===== src/rtl/serdes_channel_rx_hfcnt.sv =====
`default_nettype none
// serdes_channel_rx_hfcnt: hyperframe alignment, basic-frame/cycle counters and HFN/BFN extraction.
// Optional HFN sequence check built when SERDES_RX_HFN_CHECK_EN is defined.  Rev 1.0
module serdes_channel_rx_hfcnt #(
  parameter logic [7:0] C_BF_NUM_MAX = 8'd255,
  parameter logic [7:0] C_HFN_MAX    = 8'd149
) (
  input  logic        I_serdes_rx_clk,
  input  logic        I_serdes_rx_rst,
  input  logic        I_serdes_rx_ksync,
  input  logic [7:0]  I_serdes_rx_k_flag,
  input  logic [63:0] I_serdes_rx_data,
  input  logic [3:0]  I_serdes_rate,
  input  logic        I_8b10b_or_64b66b_sel,
  output logic        O_hf_start,
  output logic [7:0]  O_bf_num,
  output logic [6:0]  O_bf_cycle,
  output logic        O_frame_vld,
  output logic [7:0]  O_hfn,
  output logic [11:0] O_bfn,
  output logic        O_hf_info_vld,
  output logic        O_hf_err,
  output logic        O_hfn_err
);

  typedef enum logic [1:0] {IDLE = 2'd0, WAIT_K = 2'd1, RUN = 2'd2} state_t;
  state_t state;

  logic [7:0]  ctrl_byte;
  logic        kdet_in;
  logic [7:0]  s1_ctrl;
  logic [7:0]  s2_ctrl;
  logic        s1_kdet;
  logic [3:0]  s1_rate;
  logic [3:0]  rate_prev;
  logic [6:0]  n_cyc;
  logic [6:0]  last_cyc;
  logic        at_end;
  logic        rate_chg;
  logic        publish;
  logic [7:0]  hfn_shadow;
  logic [11:0] bfn_shadow;
  logic        unused_bits;

  assign unused_bits = ^{I_serdes_rx_data[55:8], I_serdes_rx_k_flag[6:1]};

  always_comb begin
    ctrl_byte = I_serdes_rx_data[7:0];
    kdet_in   = I_serdes_rx_k_flag[0] && (I_serdes_rx_data[7:0] == 8'hBC);
    if (I_8b10b_or_64b66b_sel) begin
      ctrl_byte = I_serdes_rx_data[63:56];
      kdet_in   = I_serdes_rx_k_flag[7] && (I_serdes_rx_data[63:56] == 8'hFD);
    end
  end

  always_ff @(posedge I_serdes_rx_clk or posedge I_serdes_rx_rst) begin
    if (I_serdes_rx_rst) begin
      s1_ctrl   <= 8'd0;
      s2_ctrl   <= 8'd0;
      s1_kdet   <= 1'b0;
      s1_rate   <= 4'd0;
      rate_prev <= 4'd0;
    end else begin
      s1_ctrl   <= ctrl_byte;
      s2_ctrl   <= s1_ctrl;
      s1_kdet   <= kdet_in;
      s1_rate   <= I_serdes_rate;
      rate_prev <= s1_rate;
    end
  end

  always_comb begin
    case (s1_rate)
      4'd0:    n_cyc = 7'd4;
      4'd1:    n_cyc = 7'd8;
      4'd2:    n_cyc = 7'd10;
      4'd3:    n_cyc = 7'd16;
      4'd4:    n_cyc = 7'd20;
      4'd5:    n_cyc = 7'd32;
      4'd6:    n_cyc = 7'd32;
      4'd7:    n_cyc = 7'd40;
      4'd8:    n_cyc = 7'd48;
      default: n_cyc = 7'd96;
    endcase
  end

  // Counters lag stage 1 by one cycle, so the last count coincides with the K in stage 1.
  assign last_cyc = n_cyc - 7'd1;
  assign at_end   = (O_bf_cycle == last_cyc) && (O_bf_num == C_BF_NUM_MAX);
  assign rate_chg = (s1_rate != rate_prev);
  assign publish  = (state == RUN) && I_serdes_rx_ksync && !rate_chg && at_end && s1_kdet;

  always_ff @(posedge I_serdes_rx_clk or posedge I_serdes_rx_rst) begin
    if (I_serdes_rx_rst) begin
      state         <= IDLE;
      O_hf_start    <= 1'b0;
      O_bf_num      <= 8'd0;
      O_bf_cycle    <= 7'd0;
      O_frame_vld   <= 1'b0;
      O_hfn         <= 8'd0;
      O_bfn         <= 12'd0;
      O_hf_info_vld <= 1'b0;
      O_hf_err      <= 1'b0;
    end else begin
      O_hf_start <= 1'b0;
      O_hf_err   <= 1'b0;
      if (!I_serdes_rx_ksync) begin
        state         <= IDLE;
        O_bf_num      <= 8'd0;
        O_bf_cycle    <= 7'd0;
        O_frame_vld   <= 1'b0;
        O_hf_info_vld <= 1'b0;
      end else begin
        case (state)
          IDLE: state <= WAIT_K;
          WAIT_K: begin
            if (s1_kdet) begin
              state       <= RUN;
              O_bf_num    <= 8'd0;
              O_bf_cycle  <= 7'd0;
              O_frame_vld <= 1'b1;
              O_hf_start  <= 1'b1;
            end
          end
          RUN: begin
            if (rate_chg) begin
              state         <= WAIT_K;
              O_bf_num      <= 8'd0;
              O_bf_cycle    <= 7'd0;
              O_frame_vld   <= 1'b0;
              O_hf_info_vld <= 1'b0;
            end else if (at_end) begin
              O_bf_num   <= 8'd0;
              O_bf_cycle <= 7'd0;
              if (publish) begin
                O_hf_start    <= 1'b1;
                O_hfn         <= hfn_shadow;
                O_bfn         <= bfn_shadow;
                O_hf_info_vld <= 1'b1;
              end else begin
                O_hf_err      <= 1'b1;
                state         <= WAIT_K;
                O_frame_vld   <= 1'b0;
                O_hf_info_vld <= 1'b0;
              end
            end else if (s1_kdet) begin
              // Misplaced K: flag it and realign on it in the same cycle.
              O_hf_err      <= 1'b1;
              O_hf_start    <= 1'b1;
              O_bf_num      <= 8'd0;
              O_bf_cycle    <= 7'd0;
              O_hf_info_vld <= 1'b0;
            end else if (O_bf_cycle == last_cyc) begin
              O_bf_cycle <= 7'd0;
              O_bf_num   <= O_bf_num + 8'd1;
            end else begin
              O_bf_cycle <= O_bf_cycle + 7'd1;
            end
          end
          default: state <= IDLE;
        endcase
      end
    end
  end

  // s2_ctrl is the control byte of the cycle the registered counters currently label.
  always_ff @(posedge I_serdes_rx_clk or posedge I_serdes_rx_rst) begin
    if (I_serdes_rx_rst) begin
      hfn_shadow <= 8'd0;
      bfn_shadow <= 12'd0;
    end else if ((state == RUN) && (O_bf_cycle == 7'd0)) begin
      case (O_bf_num)
        8'd64:   hfn_shadow        <= s2_ctrl;
        8'd128:  bfn_shadow[7:0]   <= s2_ctrl;
        8'd192:  bfn_shadow[11:8]  <= s2_ctrl[3:0];
        default: ;
      endcase
    end
  end

`ifdef SERDES_RX_HFN_CHECK_EN
  logic       hfn_seen;
  logic [7:0] hfn_expect;

  assign hfn_expect = (O_hfn == C_HFN_MAX) ? 8'd0 : (O_hfn + 8'd1);

  always_ff @(posedge I_serdes_rx_clk or posedge I_serdes_rx_rst) begin
    if (I_serdes_rx_rst) begin
      hfn_seen  <= 1'b0;
      O_hfn_err <= 1'b0;
    end else begin
      O_hfn_err <= publish && hfn_seen && (hfn_shadow != hfn_expect);
      if (publish) hfn_seen <= 1'b1;
    end
  end
`else
  assign O_hfn_err = 1'b0;
`endif

endmodule
`default_nettype wire


===== config.mk =====
export PLATFORM = sky130hd
export DESIGN_NAME = serdes_channel_rx_hfcnt
export DESIGN_NICKNAME = d
export VERILOG_FILES = /design/src/rtl/serdes_channel_rx_hfcnt.sv
export SDC_FILE = /design/constraint.sdc
export NUM_CORES = 1
export LEC_CHECK = 0
export CORE_MARGIN = 4
export CORE_UTILIZATION = 51
export DETAILED_ROUTE_END_ITERATION = 10
export GPL_TIMING_DRIVEN = 1
export MAX_ROUTING_LAYER = met4
export PLACE_DENSITY_LB_ADDON = 0.08
export SYNTH_ARGS = -nofsm -noshare
export SYNTH_HDL_FRONTEND = slang
export SYNTH_SLANG_ARGS = --single-unit

===== constraint.sdc =====
create_clock -name I_serdes_rx_clk -period 4.05 [get_ports I_serdes_rx_clk]
set_input_delay 0.6075 -clock I_serdes_rx_clk [delete_from_list [all_inputs] [get_ports I_serdes_rx_clk]]
set_output_delay 0.6075 -clock I_serdes_rx_clk [all_outputs]
set_load 0.02 [all_outputs]

==> out/metrics.cfg, run 1 <==
[status]
status = finished, final reports clean

[die]
rows = 31
die_h_um = 96.3
die_w_um = 96.3
start_util_pct = 53.7
dieArea_um2 = 9270
coreArea_um2 = 7410
ios = 120

[yosys]
synth_nets = 433
seq_area_frac_synth_pct = 54.1
syn-instance-count = 340
ys_ff_latch = 86
syn-cell-area_um2 = 3980
synth-edff-count = 0
netlist_top_cells_area = dfrtp_1, mux2_2, ha_1, nand2_1, xor2_1
postSynth.topFlopCell = dfrtp_1
ys_warn_count = 0
synthArstFlopShare_pct = 100
synth.avg_cell_area_um2 = 11.7
synth_top_area_share_pct = 54.1
synth.distinct_cells = 52
synth_top_area_cell = dfrtp_1

[setup_path]
worst_path_largest_cell_delay_ps = 430
end_kind = register
cp-start-kind = register
critical_path_class = register to register
slowest_stage = dfrtp_1
crit_required_ps = 4290
crit_chain = inv_1 > ha_1 > nor3b_1 > inv_1 > ha_1 > xor2_1 > nand3_1 > a211oi_2 > nand3_2 > buf_4 > nor2_1 > buf_4 > mux2_2
crit_start = s1_rate[0]
r2r-start = s1_rate[0]
ff2ff_path_depth = 13
path_max_fanout = 20
crit_arrival_ps = 3450

[clock_network]
cts.reportedPaths.clkPinSlew_ps = 90
cts.htree.levels = 3
postCtsSetupBuffers = 0
cts.repair.resized = 0
hold_buffers = 0
cts.sinks = 86
clk_latency_ps = 360
cts_buffers = 9
cts.path.max_buffers = 2
cts.root.buffer_cell = clkbuf_8
tritoncts = done

[global_routing]
grt_pass1_vias = 2615
grt_first_pass_wirelength_um = 12800
antenna_found_initial = 0
grt_usage_pct = 18.7
overflow = 0
grt_max_degree = 87

[detailed_routing]
vias_per_cell = 5.32
drt-pass1-iter-count = 4
wl_um = 7640
drt-wirelength-per-cell_um = 15.2
final_antenna_net_count = 0
vias = 2679
drt_iter0_markers = 179
remaining_drc_errors = 0

[place]
portBuffers = 64
finalWeightedCongestion = 0.778
place_hpwl_um = 5370

[finish]
fill_cells = 579
antenna_cells = 0
register_area_um2 = 2150
multi_input_area_um2 = 1670
syn2layout_area_growth_pct = 22.2
layout-drive-gt1-share_pct = 17.5
nets = 493
mostFrequentLayoutCells = dfrtp_1, clkdlybuf4s50_1, mux2_2
layout_commonest_cell = dfrtp_1
fin_util_pct = 65.6

[sta]
worstMarginPinSlew_ps = 1050
period_share_pct = 79.3
fmax_ghz = 0.311
period_needed_ps = 3210
rsz0062_at_grt = false
maxSlewHeadroom_pct = 30.3
setup-tns-final_ps = 0
whs_ps = 350
finalHoldViolCount = 0
fin_skew_ps = 11.5
slew_viol_final = 0
finalSetupViolCount = 0

[pwr]
pwr-share-comb_pct = 13.1
p_clk_share_pct = 33.6
leakagePower_uw = 0.00217
switching_share_pct = 27.9
p_sw_uw = 475
p_per_area_nw_per_um2 = 351
pwr-share-seq_pct = 53.2
p_int_uw = 1230
vdd_drop_max_uv = 206

[job]
maxCapViolations = 0

[min_path]
hold_class = register to register
holdPathStages = 0
hp-start = s1_ctrl[0]

flip-flops by register name (all words and copies together), names as in the netlist:
name and count:
O_bfn 12, bfn_shadow 12, O_bf_num 8, O_hfn 8, hfn_shadow 8, s1_ctrl 8, s2_ctrl 8, O_bf_cycle 7
rate_prev 4, s1_rate 4, state 2, O_frame_vld 1, O_hf_err 1, O_hf_info_vld 1, O_hf_start 1, s1_kdet 1
layer usage:
metal  track usage, %  vias to the layer above  wire [um]
met2             27.3                       82       3430
met3             3.83                       12        467
met4             8.53                        0        133
li1                 -                     1316          -
met5                -                        -          0
met1             25.4                     1269       3610
power groups by stage:
stage	Combinational (uW)	Clock (uW)	Sequential [uW]
global placement	221	0	924
floorplan	153	0	922
finish	224	573	908
detailed placement	226	0	925
CTS	228	593	908
global route	252	634	912
synthesized netlist by cell type, types with 2 or more instances:
library cell,instances
nor4_1,2
xnor2_1,4
nand3_1,11
nand2b_1,2
o211ai_1,8
o22ai_1,4
o21ai_0,11
mux2_2,45
nor3_1,2
buf_2,3
nor3b_1,4
mux2_1,2
xor2_1,7
nand4_1,6
nor2b_1,4
or3_1,5
nor2_1,14
buf_4,4
o21a_1,2
mux2i_1,5
inv_1,16
a21oi_1,6
nand2_1,32
ha_1,13
o31ai_1,4
and3_1,4
dfrtp_1,86
clkbuf_1,10
worst paths after layout:
| path | to | slack, ps |
|---|---|---|
| worst min-delay path | s2_ctrl[0] | 350 |
| worst max-delay path | O_bfn[4] | 840 |
| worst max register to register | O_bfn[4] | 840 |
| min in group asynchronous | s1_rate[3] | 900 |
| max in group asynchronous | O_hf_info_vld | 2490 |
| worst min register to register | s2_ctrl[0] | 350 |
critical path, delay by kind of cell (launching register included):
family	cells	cell delay (ps)
simple gates	4	640
xor+xnor	1	130
compound gates	1	310
buf+inv	4	700
mux	1	380
fa+ha+maj	2	500
flops	1	430
cells by family (layout without fill, tap and decap cells):
group,count (synthesis),count (layout),share of synthesized area [%]
buffers and inverters,34,99,3.87
AO/OA/AOI/OAI,46,46,8.15
multiplexers,52,52,14.6
adder cells (fa/ha/maj),13,13,4.09
XOR/XNOR,11,11,2.42
AND/OR/NAND/NOR,97,97,12.7
flip-flops,86,86,54.1
other,1,1,0.0943
through the flow:
stage / area [um^2] / power, uW / worst slack, ps / cells
final: 4860 / 1700 / 838 / 504
after global routing: 4860 / 1800 / 568 / 504
after CTS: 4860 / 1730 / 796 / 504
after detailed placement: 4670 / 1150 / 829 / 488
after global placement: 4670 / 1140 / 845 / 488
after floorplan: 3980 / 1070 / 1220 / 340
layout make-up:
class	instances	share of cell area, %
Clock buffer	10	2.83
Tap cell	99	2.55
Inverter	16	1.26
Sequential cell	86	44.3
Timing Repair Buffer	67	13.6
Multi-Input combinational cell	220	34.4
Clock inverter	6	1.08
Note: power is estimated with default switching activity, not from simulation.
==> inputs of run 2 (changes only) <==
CORE_UTILIZATION = 47   (was 51)
clock period = 3.12 ns   (was 4.05 ns; I/O delays follow)
==> out/metrics.cfg, run 2 (same netlist as run 1, synthesis figures left out) <==
[finish]
design_area_um2 = 4910  ; +0.93%
layout-drive-gt1-share_pct = 18.1  ; +0.56 points
nets = 497  ; +0.81%
fin_util_pct = 59.7  ; -5.9 points
mostFrequentLayoutCells = dfrtp_1, clkdlybuf4s50_1, mux2_2
antenna_cells = 0  ; unchanged
layout_commonest_cell = dfrtp_1
syn2layout_area_growth_pct = 23.4
reg_top3 = O_bfn x12, bfn_shadow x12

[setup_path]
critical_path_class = register to register
path_max_fanout = 20  ; unchanged
ff2ff_path_depth = 12  ; -1
cp-start-kind = register
end_kind = register
crit_required_ps = 3340  ; -950 ps
crit_arrival_ps = 3140  ; -310 ps

[clock_network]
cts.htree.levels = 3  ; unchanged
tritoncts = done
cts_buffers = 9  ; unchanged
postCtsSetupBuffers = 0  ; unchanged
cts.root.buffer_cell = clkbuf_8
hold_buffers = 0  ; unchanged
clk_latency_ps = 340  ; -20 ps
cts.reportedPaths.clkPinSlew_ps = 80  ; about the same
cts.path.max_buffers = 2  ; unchanged
cts.repair.resized = 0  ; unchanged
cts.sinks = 86  ; unchanged

[die]
start_util_pct = 48.4  ; -5.3 points
die_h_um = 100  ; +3.8%
coreArea_um2 = 8220  ; +11%
ios = 120  ; unchanged
die_w_um = 100  ; +3.8%
rows = 33  ; +6.5%
dieArea_um2 = 10000  ; +7.8%

[detailed_routing]
remaining_drc_errors = 0  ; unchanged
final_antenna_net_count = 0  ; unchanged
drt-wirelength-per-cell_um = 15.4  ; +1.3%
drt_iter0_markers = 154  ; -14%
vias_per_cell = 5.32  ; about the same
wl_um = 7900  ; +3.3%
vias = 2733  ; +2.0%
drt-pass1-iter-count = 4  ; unchanged

[job]
maxCapViolations = 0  ; unchanged

[min_path]
hold_class = register to register
holdPathStages = 0  ; unchanged

[sta]
fmax_ghz = 0.343  ; +10%
fin_skew_ps = 7.46  ; -4.02 ps
finalHoldViolCount = 0  ; unchanged
period_share_pct = 93.5  ; +14 points
layout_setup_ws_ps = 203  ; -636 ps
worstMarginPinSlew_ps = 700  ; -346 ps
setup-tns-final_ps = 0  ; unchanged
slew_viol_final = 0  ; unchanged
finalSetupViolCount = 0  ; unchanged
maxSlewHeadroom_pct = 53.3  ; +23 points
period_needed_ps = 2920  ; -294 ps

[global_routing]
grt_usage_pct = 17.2  ; -1.5 points
grt_first_pass_wirelength_um = 13500  ; +5.5%
grt_max_degree = 49  ; -44%
grt_pass1_vias = 2739  ; +4.7%
antenna_found_initial = 0  ; unchanged
overflow = 0  ; unchanged

[place]
dp_slack_ps = 139  ; -690 ps
place_area_um2 = 4740  ; +1.4%
finalWeightedCongestion = 0.801  ; +2.9%
portBuffers = 64  ; unchanged
place_hpwl_um = 5770  ; +7.4%

[pwr]
vdd_drop_max_uv = 286  ; +39%
p_per_area_nw_per_um2 = 433  ; +23%
finalPower_uw = 2120  ; +25%
leakagePower_uw = 0.00219  ; +0.86%

[status]
status = finished, final reports clean

-- run 2: changes by cell type in the layout (fill, tap and decap cells not counted), moves of 2 or more --
cell      delta
nor3b_2      +2
buf_4        +2
nor3b_1      -2
buf_12       +2
clkbuf_1     +4
inv_6        -2
-- run 2: layer usage --
layer	global-route usage, %	routed length, um	part of all wire [%]	vias up
met4	3.63	19	0.24	0
met2	25.6	3640	46	74
li1	-	-	-	1318
met5	-	0	0	-
met3	4.45	403	5.1	4
met1	24.2	3840	49	1337
-- run 2: area by class of cell --
| class | instances | area (um^2) |
|---|---|---|
| repair buffers | 71 | 718 |
| well taps | 105 | 131 |
| flip-flops and latches | 86 | 2150 |
| multi-input cells | 220 | 1680 |
| clock inverters | 3 | 21.3 |
| fillers | 693 | 3310 |
| inverters | 16 | 61.3 |
| clock buffers | 13 | 139 |
-- run 2: where the power goes --
group / internal (uW) / total (uW) / switching, uW
combinational: 125 / 299 / 173
clock: 291 / 649 / 359
sequential: 1150 / 1180 / 25.5
total: 1570 / 2120 / 557
-- run 2: path summary, 6_finish.rpt --
kind | slack, ps | from | endpoint
setup / recovery | 200 | s1_rate[0] | O_bfn[9]
hold / removal | 350 | s1_ctrl[5] | s2_ctrl[5]
setup reg to reg | 200 | s1_rate[0] | O_bfn[9]
hold reg to reg | 350 | s1_ctrl[5] | s2_ctrl[5]
max in group asynchronous | 1920 | I_serdes_rx_rst | O_hfn[1]
min in group asynchronous | 540 | I_serdes_rx_rst | rate_prev[1]
-- run 2: through the flow --
step / hold WS [ps] / cells
detailed placement: 336 / 498
floorplan: 331 / 340
global route: 366 / 514
global placement: 332 / 498
CTS: 354 / 514
finish: 354 / 514
-- run 2: worst max-delay path, cell delays in order (launching register included) --
cell      delay (ps)
dfrtp_1          420
inv_1            110
ha_1             220
nor3b_2          230
inv_1             70
ha_1             300
xor2_1           140
nand3_1          110
a211oi_2         310
nand3_2          160
nor2_2           190
buf_12           190
mux2_2           350
